<file path="config.mk">
export PLATFORM = sky130hd
export DESIGN_NAME = fifo_ctrl
export DESIGN_NICKNAME = d
export VERILOG_FILES = /design/src/rtl/fifo_ctrl.sv
export SDC_FILE = /design/constraint.sdc
export NUM_CORES = 1
export LEC_CHECK = 0
export CAP_MARGIN = 20
export CORE_AREA = 2 2 56 53
export CTS_BUF_LIST = sky130_fd_sc_hd__clkbuf_4 sky130_fd_sc_hd__clkbuf_8 sky130_fd_sc_hd__clkbuf_16
export CTS_CLUSTER_SIZE = 8
export DETAILED_ROUTE_END_ITERATION = 16
export DIE_AREA = 0 0 58 55
export MAX_ROUTING_LAYER = met4
export PLACE_DENSITY = 0.81
export SYNTH_ARGS = -nofsm -noshare
export SYNTH_HDL_FRONTEND = slang
export SYNTH_SLANG_ARGS = --single-unit
export TNS_END_PERCENT = 50
</file>
<file path="constraint.sdc">
create_clock -name clk -period 5.1 [get_ports clk]
set_input_delay 0.51 -clock clk [delete_from_list [all_inputs] [get_ports clk]]
set_output_delay 0.51 -clock clk [all_outputs]
set_load 0.02 [all_outputs]
</file>
<file path="src/rtl/fifo_ctrl.sv">
// Synchronous FIFO controller driving an external dual-port RAM with
// 1-cycle registered read data. Tracks occupancy, status and sticky error flags.
module fifo_ctrl #(
  parameter int DATA_WIDTH = 8,
  parameter int ADDR_WIDTH = 4,
  parameter int AF_LEVEL   = 2**ADDR_WIDTH - 2
) (
  input  logic                  clk,
  input  logic                  rst,
  input  logic                  wr_en,
  input  logic [DATA_WIDTH-1:0] wr_data,
  input  logic                  rd_en,
  output logic [DATA_WIDTH-1:0] rd_data,
  output logic                  rd_valid,
  output logic                  full,
  output logic                  empty,
  output logic                  almost_full,
  output logic [ADDR_WIDTH:0]   count,
  output logic                  overflow,
  output logic                  underflow,
  output logic                  ram_we,
  output logic [ADDR_WIDTH-1:0] ram_write_addr,
  output logic [ADDR_WIDTH-1:0] ram_read_addr,
  output logic [DATA_WIDTH-1:0] ram_data_in,
  input  logic [DATA_WIDTH-1:0] ram_data_out
);

  localparam logic [ADDR_WIDTH:0] af_level_c = (ADDR_WIDTH+1)'(AF_LEVEL);
  localparam logic [ADDR_WIDTH:0] ptr_one_c  = (ADDR_WIDTH+1)'(1);

  // One extra pointer bit distinguishes full from empty when the addresses match.
  logic [ADDR_WIDTH:0] wptr_q, wptr_d;
  logic [ADDR_WIDTH:0] rptr_q, rptr_d;
  logic                rd_valid_q, rd_valid_d;
  logic                overflow_q, overflow_d;
  logic                underflow_q, underflow_d;
  logic                push_ok, pop_ok;

  assign empty = (wptr_q == rptr_q);
  assign full  = (wptr_q[ADDR_WIDTH] != rptr_q[ADDR_WIDTH]) &&
                 (wptr_q[ADDR_WIDTH-1:0] == rptr_q[ADDR_WIDTH-1:0]);
  assign count       = wptr_q - rptr_q;
  assign almost_full = (count >= af_level_c);

  // Requests are judged against the current-cycle flags and ignored in reset.
  assign push_ok = wr_en && !full  && !rst;
  assign pop_ok  = rd_en && !empty && !rst;

  assign ram_we         = push_ok;
  assign ram_data_in    = wr_data;
  assign ram_write_addr = wptr_q[ADDR_WIDTH-1:0];
  assign ram_read_addr  = rptr_q[ADDR_WIDTH-1:0];
  assign rd_data        = ram_data_out;
  assign rd_valid       = rd_valid_q;
  assign overflow       = overflow_q;
  assign underflow      = underflow_q;

  always_comb begin
    wptr_d      = wptr_q;
    rptr_d      = rptr_q;
    rd_valid_d  = pop_ok;
    overflow_d  = overflow_q  | (wr_en && full);
    underflow_d = underflow_q | (rd_en && empty);
    if (push_ok) wptr_d = wptr_q + ptr_one_c;
    if (pop_ok)  rptr_d = rptr_q + ptr_one_c;
  end

  // NOTE: sequential state uses non-blocking assignments so every register
  // samples the pre-edge values of its neighbours, independent of statement order.
  always_ff @(posedge clk) begin
    if (rst) begin
      wptr_q      <= '0;
      rptr_q      <= '0;
      rd_valid_q  <= 1'b0;
      overflow_q  <= 1'b0;
      underflow_q <= 1'b0;
    end else begin
      wptr_q      <= wptr_d;
      rptr_q      <= rptr_d;
      rd_valid_q  <= rd_valid_d;
      overflow_q  <= overflow_d;
      underflow_q <= underflow_d;
    end
  end

endmodule

</file>
# ---- Word-level counts from Yosys, hierarchy flattened
# Cells that the tools add are included.
dict set report word_totals {
  inputBits 20
  register_bits 13
  word_cells 24
  out_inout_bits 36
}
dict set report op_classes {
  eq_ne 3
  n_lt_le_gt_ge 1
  n_reduce_logical 10
  add_sub_neg 3
  bitwise_logic 2
}
# cell count
set op_table {}
lappend op_table {{5-bit by 1-bit adder with 5-bit output (second input constant)} 2}
lappend op_table {{1-bit logical AND} 7}
lappend op_table {{5-bit == test} 1}
lappend op_table {{5-bit by 4-bit >= comparator with 1-bit output (second input constant)} 1}
lappend op_table {{5-bit subtractor} 1}
lappend op_table {{4-bit == test} 1}
lappend op_table {{1-bit logical NOT} 3}
lappend op_table {{1-bit bitwise OR} 2}
lappend op_table {{1-bit != test} 1}

# ---- Logic depth before layout (Yosys ltp)
dict set report logic_depth {
  depth_word 5
  ltp_mapped 8
  depth_no_buf 8
}

# ---- Worst setup path after synthesis
# No wires, ideal clock.
dict set report synth_path {
  kind {register to output}
  from {reg rptr_q[0]}
  to {out almost_full}
  path_stages_with_launch 7
  t_required_ns 4.590
  n_path_buf 0
  path_slack_ns 2.772
  t_arrival_ns 1.818
  cell_sequence {dfxtp_1 > ha_1 > inv_1 > fa_1 > inv_1 > a2111o_1 > o211ai_1}
}
dict set report synth_between {
  elab_chain_len 2
}
# item line
set synth_lines {}
lappend synth_lines {{start, declared} 33} ;# logic [ADDR_WIDTH:0] rptr_q, rptr_d;
lappend synth_lines {{start signal, assigned} 79} ;# rptr_q <= rptr_d;
lappend synth_lines {{5-bit subtractor} 42} ;# assign count = wptr_q - rptr_q;
lappend synth_lines {{via count[1]} 18} ;# output logic [ADDR_WIDTH:0] count,
lappend synth_lines {{5-bit by 4-bit >= comparator with 1-bit output} 43} ;# assign almost_full = (count >= af_level_c);
lappend synth_lines {{end, declared} 17} ;# output logic almost_full,
# The timed path passes the listed nets, and every way through them passes these cells.

# ---- Worst setup path in the final report
dict set report layout_path {
  from {reg rptr_q[0]}
  to {out almost_full}
}
dict set report layout_between {
  elab_chain_len 2
}
# item line
set layout_lines {}
lappend layout_lines {{5-bit subtractor} 42}
lappend layout_lines {{5-bit by 4-bit >= comparator with 1-bit output} 43}
# No other way between the ends.

==> impl_results.rst <==
.. list-table::
   :header-rows: 1

   * - Metric
     - Value
   * - Top Family by Delay on Critical Path
     - buffers and inverters
   * - Cell variety after synth
     - 30
   * - Final antenna-violating net count
     - 0
   * - Pin count of the biggest net entering global routing
     - 21
   * - Number of failing setup endpoints in the final timing report
     - 0
   * - Die area
     - 3190 um^2
   * - Count of endpoints failing hold in the final timing report
     - 0
   * - Drt first-iter violations
     - 40
   * - Crit Path Max Fanout
     - 6
   * - CP peak stage delay
     - 630 ps
   * - Switching part of the total
     - 0.373
   * - Critical-path cell with the highest stage delay
     - clkdlybuf4s50_1
   * - Fraction of power consumed by the clock network
     - 0.205
   * - Cell-internal power
     - 0.000218 W
   * - Net count reported at finish
     - 151
   * - Clock-pin slew on the worst setup and hold paths
     - 80 ps
   * - Site row count
     - 18
   * - Area growth syn-to-layout
     - 9.56%
   * - Synth area leader
     - dfxtp_1
   * - CP Launch Point
     - rptr_q[0]$_SDFFE_PP0P_
   * - Placed wire-length estimate
     - 1.60 mm
   * - Die Width
     - 58 um
   * - Flops & latches, synth
     - 13
   * - Clock buffers created by TritonCTS
     - 3
   * - Final Routed Wirelength
     - 1.99 mm
   * - Number of maximum-capacitance constraint violations
     - 0
   * - Number of warning messages in the yosys log
     - 0
   * - Leading cell type in the layout, fill and taps excluded
     - clkdlybuf4s50_1
   * - Sequential standard cell area
     - 260 um^2
   * - Number of antenna diodes
     - 0
   * - Total leakage power
     - 0.466 nW
   * - Share of flip-flops with an asynchronous set or reset after synthesis
     - 0
   * - Worst path setup slack after routing
     - 1950 ps
   * - Buffers from clock root to sink, at most
     - 2
   * - Count of TritonRoute iterations in the first routing pass
     - 4
   * - Arrival time worst endpoint
     - 2640 ps
   * - Net Sw Power
     - 0.000129 W
   * - Synthesized instance count
     - 123
   * - Global-route wire length before repair
     - 3.13 mm
   * - Max VDD drop
     - 175 uV
   * - Achievable Freq
     - 318 MHz
   * - Vias in the first global route
     - 702
   * - Boundary pin count
     - 56
   * - Wirelength per Cell
     - 13.0 um
   * - End point of the critical path
     - almost_full
   * - Flop pwr share
     - 0.333
   * - I/O Buffers
     - 23
   * - Number of vias after detailed routing
     - 800
   * - Number of hold buffers added after cts
     - 0
   * - Total number of clock tree sinks
     - 13
   * - CP Cell Sequence
     - ha_1 -> inv_1 -> fa_1 -> xnor2_1 -> a2111o_1 -> o211ai_1 -> clkdlybuf4s50_1
   * - Net count after synthesis
     - 150
   * - Layout cells sized above 1
     - 0.114
   * - Gp weighted congestion
     - 0.814
   * - Worst r2r src
     - rptr_q[2]$_SDFFE_PP0P_
   * - Setup repair after global routing missed its margin
     - false
   * - Result of the run
     - finished clean
   * - GRT Resource Usage Total
     - 0.133
   * - Die H
     - 55 um
   * - Max H-tree Level
     - 1
   * - Number of antenna violations at the first check in global routing
     - 0
   * - Proportion of power drawn by combinational gates
     - 0.462
   * - Initial core utilization
     - 0.396
   * - Share of the clock period used by the worst path after layout
     - 0.618
   * - Number of cells on the critical path
     - 7
   * - Drt drc
     - 0
   * - Multi-input combinational cell area
     - 541 um^2
   * - Filler Cells Inserted
     - 266
   * - Count of buffers added by post-CTS timing repair for setup
     - 0
   * - Req. time, crit path
     - 4590 ps
   * - Pwr per Cell Area
     - 306 nW/um^2
   * - Share of the synthesized area in the top cell type
     - 0.252
   * - Placement-stage worst setup slack
     - 2250 ps
   * - Cell types with the largest area share after synthesis
     - dfxtp_1 (25%), buf_4 (17%), mux2_2 (7.6%), ha_1 (7.3%), nor2_1 (5.8%)
   * - Number of flops mapped to enable cells by yosys
     - 0
   * - Startpoint type of the worst setup path
     - register
   * - Ratio of routed vias to standard cells
     - 5.23
   * - Utilization of the core after routing
     - 0.433
   * - Hold Path Class
     - register to register
   * - Worst reg2reg setup slack
     - 3150 ps
   * - Flip-flop cell with the highest count after synthesis
     - dfxtp_1
   * - Share of synthesized area occupied by flip-flops and latches
     - 0.252
   * - Worst slew margin relative to its limit
     - 0.546
   * - Final-report max-slew violation count
     - 0
   * - Final total negative setup slack
     - 0 ps
   * - Clock tree from TritonCTS
     - done
   * - Clock network latency to the later pin of the worst-skew pair
     - 280 ps
   * - Root Driver
     - clkbuf_4
   * - Synthesized area
     - 1030 um^2
   * - Total core area
     - 2610 um^2
   * - Classification of the worst setup path
     - register to output pin
   * - Transition time at the pin with the least slew margin
     - 678 ps
   * - Final setup skew
     - 2.36 ps
   * - Worst r2r dst
     - rptr_q[4]$_SDFFE_PP0P_
   * - R2R cell count
     - 5
   * - Remaining global-route overflow
     - 0
   * - Top library cells by usage in the layout, fill and taps aside
     - clkdlybuf4s50_1 (23), nor2_1 (16), dfxtp_1 (13)
   * - Quantity of gates resized following cts
     - 0
   * - Final critical delay including setup and external delays
     - 3150 ps
   * - Synthesized area per cell
     - 8.40 um^2
   * - WP buf/inv
     - 2
   * - Kind of capture point of the worst setup path
     - output pin
## synth_stat cells (2+ instances only)
library cell,instances
a21oi_1,7
a31oi_1,2
and2_1,3
buf_4,24
clkbuf_1,2
dfxtp_1,13
ha_1,6
inv_1,9
mux2_2,7
nand2_1,4
nand4_1,5
nor2_1,16
nor2b_1,5
o211ai_1,2
xnor2_1,2
xor2_1,2
## layer usage
layer,global-route usage,routed length [um],up-vias
met4,0.0698,37,0
met2,0.222,946,32
li1,-,-,399
met1,0.147,851,364
met3,0.0395,158,5
met5,-,0,-
## per-stage QoR
stage                     area, um^2  cells  hold slack (ps)  total power, W
after floorplan                 1030    123              517        0.000245
after global placement          1100    149              467        0.000274
after detailed placement        1100    149              463        0.000279
after CTS                       1130    153              487        0.000349
after global routing            1130    153              507        0.000369
final                           1130    153              479        0.000347
## power by group through the flow
stage / sequential [W] / clock (W) / combinational [W]
2_1_floorplan: 0.000119 / 0 / 0.000126
3_3_place_gp: 0.000118 / 0 / 0.000156
3_5_place_dp: 0.000118 / 0 / 0.000161
4_1_cts: 0.000116 / 0.0000724 / 0.000161
5_1_grt: 0.000117 / 0.0000794 / 0.000173
6_report: 0.000116 / 0.0000711 / 0.000160
## state kept, by name, summed over array words and instances, names as in the netlist
name and count:
rptr_q 5, underflow 1, wptr_q 5, overflow 1, rd_valid 1
## cell families after synthesis
family | share of synthesized area
AOI/OAI and AO/OA | 0.120
xor gates and xnor gates | 0.0339
adders and majority gates | 0.0920
buffers and inverters | 0.225
DFF | 0.252
muxes | 0.0969
and+or+nand+nor | 0.180
## how the worst min path moves through the flow
stage	end	from	slack, ps	cells past startpoint
floorplan	wptr_q[1]$_SDFFE_PP0P_	wptr_q[1]$_SDFFE_PP0P_	520	2
global placement	overflow$_SDFF_PP0_	overflow$_SDFF_PP0_	470	2
detailed placement	overflow$_SDFF_PP0_	overflow$_SDFF_PP0_	460	2
CTS	overflow$_SDFF_PP0_	overflow$_SDFF_PP0_	490	2
global route	overflow$_SDFF_PP0_	overflow$_SDFF_PP0_	510	2
finish	overflow$_SDFF_PP0_	overflow$_SDFF_PP0_	480	2
## final cells by class
type,instances,area share
clock buffers,4,0.0265
inverters,9,0.0298
multi-input cells,74,0.477
flip-flops and latches,13,0.230
well taps,30,0.0331
repair buffers,23,0.203
## worst reg2reg max path: cells and delay by family, from the launching register on
kind                     cells  cell delay [ps]
flip-flops                   1              380
adder cells (fa/ha/maj)      1              370
AO/OA/AOI/OAI                1              380
multiplexers                 1              350
AND/OR/NAND/NOR              1              260
buffers and inverters        1              100
Note: power is estimated with default switching activity, not from simulation.
